[src/rtl/lsu_ctrl.sv]
// Load/store unit between the MEM stage and dmem: one request at a time, alignment/range
// checking, read-modify-write for byte and halfword stores, held response handshake.
module lsu_ctrl #(
  parameter int DMEM_WORDS = 64
) (
  input  logic        clk,
  input  logic        rst,
  input  logic        req_valid,
  output logic        req_ready,
  input  logic        req_we,
  input  logic [2:0]  req_funct3,
  input  logic [31:0] req_addr,
  input  logic [31:0] req_wdata,
  output logic        resp_valid,
  input  logic        resp_ready,
  output logic [31:0] resp_rdata,
  output logic        resp_err,
  output logic [31:0] dmem_addr,
  output logic [31:0] dmem_wr_data,
  output logic        dmem_mem_wr,
  output logic        dmem_mem_rd,
  output logic [2:0]  dmem_mask,
  input  logic [31:0] dmem_rdata
);

  typedef enum logic [2:0] {IDLE, LOAD, RMW_RD, RMW_WR, STW, ERR, RESP} state_t;

  state_t      state;
  logic [31:0] addr_q;
  logic [31:0] wdata_q;
  logic [31:0] merge_q;
  logic [31:0] merged;
  logic [2:0]  funct3_q;
  logic        req_err;

  // Decode of the incoming request, evaluated in the accept cycle itself.
  always_comb begin
    req_err = 1'b0;
    if (req_funct3[1:0] == 2'b01 && req_addr[0])
      req_err = 1'b1;
    if (req_funct3 == 3'b010 && req_addr[1:0] != 2'b00)
      req_err = 1'b1;
    if ({2'b00, req_addr[31:2]} >= 32'(DMEM_WORDS))
      req_err = 1'b1;
    if (req_we) begin
      if (!(req_funct3 inside {3'b000, 3'b001, 3'b010}))
        req_err = 1'b1;
    end else if (req_funct3 inside {3'b011, 3'b110, 3'b111}) begin
      req_err = 1'b1;
    end
  end

  always_comb begin
    merged = merge_q;
    if (funct3_q[1:0] == 2'b00) begin
      case (addr_q[1:0])
        2'd0:    merged[7:0]   = wdata_q[7:0];
        2'd1:    merged[15:8]  = wdata_q[7:0];
        2'd2:    merged[23:16] = wdata_q[7:0];
        default: merged[31:24] = wdata_q[7:0];
      endcase
    end else if (addr_q[1]) begin
      merged[31:16] = wdata_q[15:0];
    end else begin
      merged[15:0] = wdata_q[15:0];
    end
  end

  // Write strobe is qualified by rst so a reset landing on a write cycle abandons it.
  always_comb begin
    dmem_addr    = (state == IDLE) ? 32'd0 : addr_q;
    dmem_wr_data = 32'd0;
    dmem_mem_wr  = 1'b0;
    dmem_mem_rd  = 1'b0;
    dmem_mask    = 3'b000;
    case (state)
      LOAD: begin
        dmem_mem_rd = 1'b1;
        dmem_mask   = funct3_q;
      end
      RMW_RD: begin
        dmem_mem_rd = 1'b1;
        dmem_mask   = 3'b010;
      end
      RMW_WR: begin
        dmem_mem_wr  = !rst;
        dmem_mask    = 3'b010;
        dmem_wr_data = merged;
      end
      STW: begin
        dmem_mem_wr  = !rst;
        dmem_mask    = 3'b010;
        dmem_wr_data = wdata_q;
      end
      default: ;
    endcase
  end

  always_ff @(posedge clk) begin
    if (rst) begin
      state      <= IDLE;
      req_ready  <= 1'b1;
      resp_valid <= 1'b0;
      resp_rdata <= 32'd0;
      resp_err   <= 1'b0;
      addr_q     <= 32'd0;
      wdata_q    <= 32'd0;
      funct3_q   <= 3'b000;
      merge_q    <= 32'd0;
    end else begin
      case (state)
        IDLE: begin
          if (req_valid) begin
            addr_q     <= req_addr;
            wdata_q    <= req_wdata;
            funct3_q   <= req_funct3;
            req_ready  <= 1'b0;
            resp_rdata <= 32'd0;
            resp_err   <= 1'b0;
            if (req_err)
              state <= ERR;
            else if (!req_we)
              state <= LOAD;
            else if (req_funct3 == 3'b010)
              state <= STW;
            else
              state <= RMW_RD;
          end
        end
        LOAD: begin
          resp_rdata <= dmem_rdata;
          resp_valid <= 1'b1;
          state      <= RESP;
        end
        RMW_RD: begin
          merge_q <= dmem_rdata;
          state   <= RMW_WR;
        end
        RMW_WR, STW: begin
          resp_valid <= 1'b1;
          state      <= RESP;
        end
        ERR: begin
          resp_err   <= 1'b1;
          resp_valid <= 1'b1;
          state      <= RESP;
        end
        RESP: begin
          if (resp_ready) begin
            resp_valid <= 1'b0;
            req_ready  <= 1'b1;
            state      <= IDLE;
          end
        end
        default: state <= IDLE;
      endcase
    end
  end

endmodule
[config.mk]
export PLATFORM = sky130hd
export DESIGN_NAME = lsu_ctrl
export DESIGN_NICKNAME = d
export VERILOG_FILES = /design/src/rtl/lsu_ctrl.sv
export SDC_FILE = /design/constraint.sdc
export NUM_CORES = 1
export LEC_CHECK = 0
export BUFFER_PORTS_ARGS = -buffer_cell sky130_fd_sc_hd__buf_2
export CELL_PAD_IN_SITES_DETAIL_PLACEMENT = 0
export CELL_PAD_IN_SITES_GLOBAL_PLACEMENT = 1
export CORE_ASPECT_RATIO = 0.8
export CORE_MARGIN = 2
export CORE_UTILIZATION = 32
export CTS_CLUSTER_DIAMETER = 40
export DETAILED_ROUTE_END_ITERATION = 7
export PLACE_DENSITY = 0.86
export SLEW_MARGIN = 15
export SYNTH_ARGS = -nofsm -noshare
export SYNTH_HDL_FRONTEND = slang
export SYNTH_SLANG_ARGS = --single-unit
[constraint.sdc]
create_clock -name clk -period 1.7 [get_ports clk]
set_input_delay 0.34 -clock clk [delete_from_list [all_inputs] [get_ports clk]]
set_output_delay 0.34 -clock clk [all_outputs]
set_load 0.02 [all_outputs]
==> results.sh <==
export IMPL_rr_startpoint="state[0]$_SDFFE_PP0P_"
export IMPL_synth_edff_count=0
export IMPL_yosysTopAreaCell="dfxtp_1"
export IMPL_wl_per_cell_um=19.4
export IMPL_r2r_end="wdata_q[1]$_SDFFE_PP0P_"
export IMPL_gp_congestion=0.889
export IMPL_antenna_found_initial=0
export IMPL_placed_cell_area_um2=7740
export IMPL_skew_ns=0.0151
export IMPL_power_density_nw_per_um2=1030
export IMPL_hold_depth=2
export IMPL_clock_latency_ns=0.43
export IMPL_grt_pass1_wl_mm=34.5
export IMPL_postSynthAreaPerCell_um2=7.46
export IMPL_n_antenna_cell=0
export IMPL_synth_cell_types=45
export IMPL_final_cell_area_um2=10900
export IMPL_drtIter0Drc=521
export IMPL_cts_buffers=17
export IMPL_fmax_mhz=441
export IMPL_areaGrowthSynthToFinish_pct=81.2
export IMPL_vias=7064
export IMPL_power_switching_mw=3.58
export IMPL_clkPwrFrac_pct=36.7
export IMPL_core_um2=18300
export IMPL_status="complete, but fails checks"
export IMPL_netlist_area_um2=6020
export IMPL_cts_tree="done"
export IMPL_comb_power_share_pct=30.0
export IMPL_slew_headroom_pct=66.1
export IMPL_portBuffers=207
export IMPL_synthCells=807
export IMPL_track_usage_pct=22.6
export IMPL_worstSetupStartpointType="register"
export IMPL_synth_top_area_share_pct=45.6
export IMPL_clock_path_buffers=2
export IMPL_cp_required_ns=1.36
export IMPL_cts_max_level=4
export IMPL_ys_warn_count=0
export IMPL_initial_core_util_pct=32.9
export IMPL_setup_tns_ns=-42.95
export IMPL_fin_nets=1188
export IMPL_peakVddDrop_mv=0.592
export IMPL_arrival_ns=1.93
export IMPL_die_height_um=127
export IMPL_switching_share_pct=32.0
export IMPL_num_rows=44
export IMPL_critPathMaxFanout=10
export IMPL_ff2ff_setup_slack_ns=-0.21
export IMPL_cts_clk_slew_worst_paths_ns=0.06
export IMPL_worst_pin_slew_ns=0.509
export IMPL_internal_power_mw=7.60
export IMPL_fin_ws_ns=-0.568
export IMPL_syn_nets=911
export IMPL_grt_max_degree=75
export IMPL_synthArstFlopShare_pct=0
export IMPL_worstHoldStart="rst"
export IMPL_ys_seq_elements=137
export IMPL_startpoint="addr_q[0]$_SDFFE_PP0P_"
export IMPL_dp_hpwl_mm=15.6
export IMPL_drive_gt1_share_pct=57.3
export IMPL_grt_pass1_vias=6186
export IMPL_worst_r2r_cell_count=10
export IMPL_hold_path_endpoint="resp_rdata[18]$_SDFFE_PP0P_"
export IMPL_routed_wl_mm=26.2
export IMPL_leakagePower_nw=4.46
export IMPL_ant_nets=0
export IMPL_die_x_um=157
export IMPL_yosysMostFrequentCell="nand2_1"
export IMPL_die_area_um2=19900
export IMPL_fin_crit_ns=2.27
export IMPL_grt_ovfl_total=0
export IMPL_cts_root_buf="clkbuf_16"
export IMPL_yosysSeqAreaShare_pct=45.6
export IMPL_power_frac_seq_pct=33.2
export IMPL_crit_type="register to output pin"
export IMPL_drc_errors=0
export IMPL_setup_viol=169
export IMPL_rsz0062_at_grt="yes"
export IMPL_cts_sinks=137
export IMPL_post_route_period_util_pct=133
export IMPL_io_pins=208
export IMPL_violations="negative setup slack"
export IMPL_ys_top_cells_by_count="nand2_1 (256), a21oi_1 (146), dfxtp_1 (137)"
export IMPL_viasPerCell=5.23
export IMPL_cp_end_kind="output pin"
export IMPL_firstDrtPassIters=5
export IMPL_hp_class="input pin to register"
export IMPL_cap_violations=0
export IMPL_ys_top_cells_by_area="dfxtp_1 (46%), nand2_1 (16%), a21oi_1 (12%)"
export IMPL_final_hold_violation_count=0
export IMPL_drv_slew=0
export IMPL_synthFlopType="dfxtp_1"
worst max-delay path: stages (launching register included):
cell	delay, ns
dfxtp_2	0.35
or3_4	0.50
a21oi_1	0.25
a211oi_2	0.05
a21o_1	0.20
buf_2	0.16
flip-flops by register name, summed over array words and instances, names as in the netlist:
| register | count |
|---|---|
| req_ready | 1 |
| wdata_q | 32 |
| resp_err | 1 |
| funct3_q | 3 |
| resp_rdata | 32 |
| resp_valid | 1 |
| state | 3 |
| merge_q | 32 |
| addr_q | 32 |
logic make-up after synthesis:
group | after synthesis | synth area share, %
buffers and inverters | 70 | 5.32
AO/OA/AOI/OAI | 214 | 20.3
AND/OR/NAND/NOR | 378 | 27.5
multiplexers | 8 | 1.33
flip-flops | 137 | 45.6
metrics by stage:
step                      utilization (%)  power (mW)  setup WS, ns  hold slack (ns)  cells
final                                59.7        11.2        -0.568            0.136   1350
after CTS                            50.7        10.3        -0.559            0.134   1330
after floorplan                         -        4.80       -0.0805            0.431    807
after detailed placement             42.4        5.62        -0.210            0.442   1272
after global routing                 59.7        11.6        -0.628            0.129   1350
after global placement               42.4        5.61        -0.213            0.438   1272
per-layer routing:
layer | up-vias | track usage, % | routed length [um]
met3 | 59 | 5.33 | 2180
met2 | 321 | 32.9 | 11700
met5 | - | 0 | 0
li1 | 3305 | - | -
met1 | 3379 | 32.7 | 11600
met4 | 0 | 7.43 | 758
layout make-up:
cell class                      count  area (um^2)
Clock buffer                       18          429
Clock inverter                     14          221
Fill cell                        1552         7370
Inverter                            7         33.8
Multi-Input combinational cell    602         4450
Sequential cell                   137         2760
Tap cell                          253          317
Timing Repair Buffer              319         2700
worst max path at each step:
| stage | end | depth (start not counted) | slack [ns] |
|---|---|---|---|
| 6_report | dmem_wr_data[9] | 5 | -0.57 |
| 5_1_grt | dmem_wr_data[22] | 6 | -0.63 |
| 4_1_cts | dmem_wr_data[9] | 5 | -0.56 |
| 3_5_place_dp | dmem_wr_data[27] | 5 | -0.21 |
| 3_3_place_gp | state[1]$_SDFFE_PP0P_ | 5 | -0.21 |
| 2_1_floorplan | dmem_wr_data[18] | 5 | -0.08 |
power groups by stage:
stage	Combinational [mW]	Clock (mW)	Sequential, mW
2_1_floorplan	1.11	0	3.69
3_5_place_dp	1.94	0	3.68
3_3_place_gp	1.93	0	3.68
4_1_cts	2.53	4.15	3.63
5_1_grt	3.52	4.32	3.73
6_report	3.36	4.11	3.71
placed cells by master, fill, tap and decap left out, types with 4 or more instances in the layout:
cell type   netlist  final
nand2_1         256    187
buf_2            25    162
dfxtp_1         137    131
a21oi_2           0     99
buf_4             1     65
nand2_4           0     64
buf_6             3     57
a21oi_1         146     47
clkbuf_16         0     25
nand3_2           0     22
nor2b_1          31     19
buf_12            0     18
o21ai_2           0     13
nor2b_4           0     12
nor2_1           21     11
nand3_4           0     10
a22o_1           11      8
nor2_4            0      7
o21ai_1           7      7
nor3_1            9      6
o21ai_0          19      6
nor4_1            6      6
a211oi_2          1      5
a21o_1            6      5
nand2b_1          5      5
a32o_1            5      5
bufinv_16         0      5
buf_16            0      5
nor2_2            1      4
and2_4            0      4
clkinvlp_4        0      4
inv_1             6      4
nand2_2           0      4
dfxtp_2           0      4
clkinv_4          0      4
buf_8             0      4
timing repair:
| action | 4_1_cts | 5_1_grt |
|---|---|---|
| endpoints found under the setup margin | 83 | 170 |
| hold buffers | 0 | 0 |
| pin swaps | 27 | 200 |
| resized for setup | 168 | 336 |
| buffers inserted | 20 | 10 |
| cloned | 6 | 14 |
Note: power is estimated with default switching activity, not from simulation.
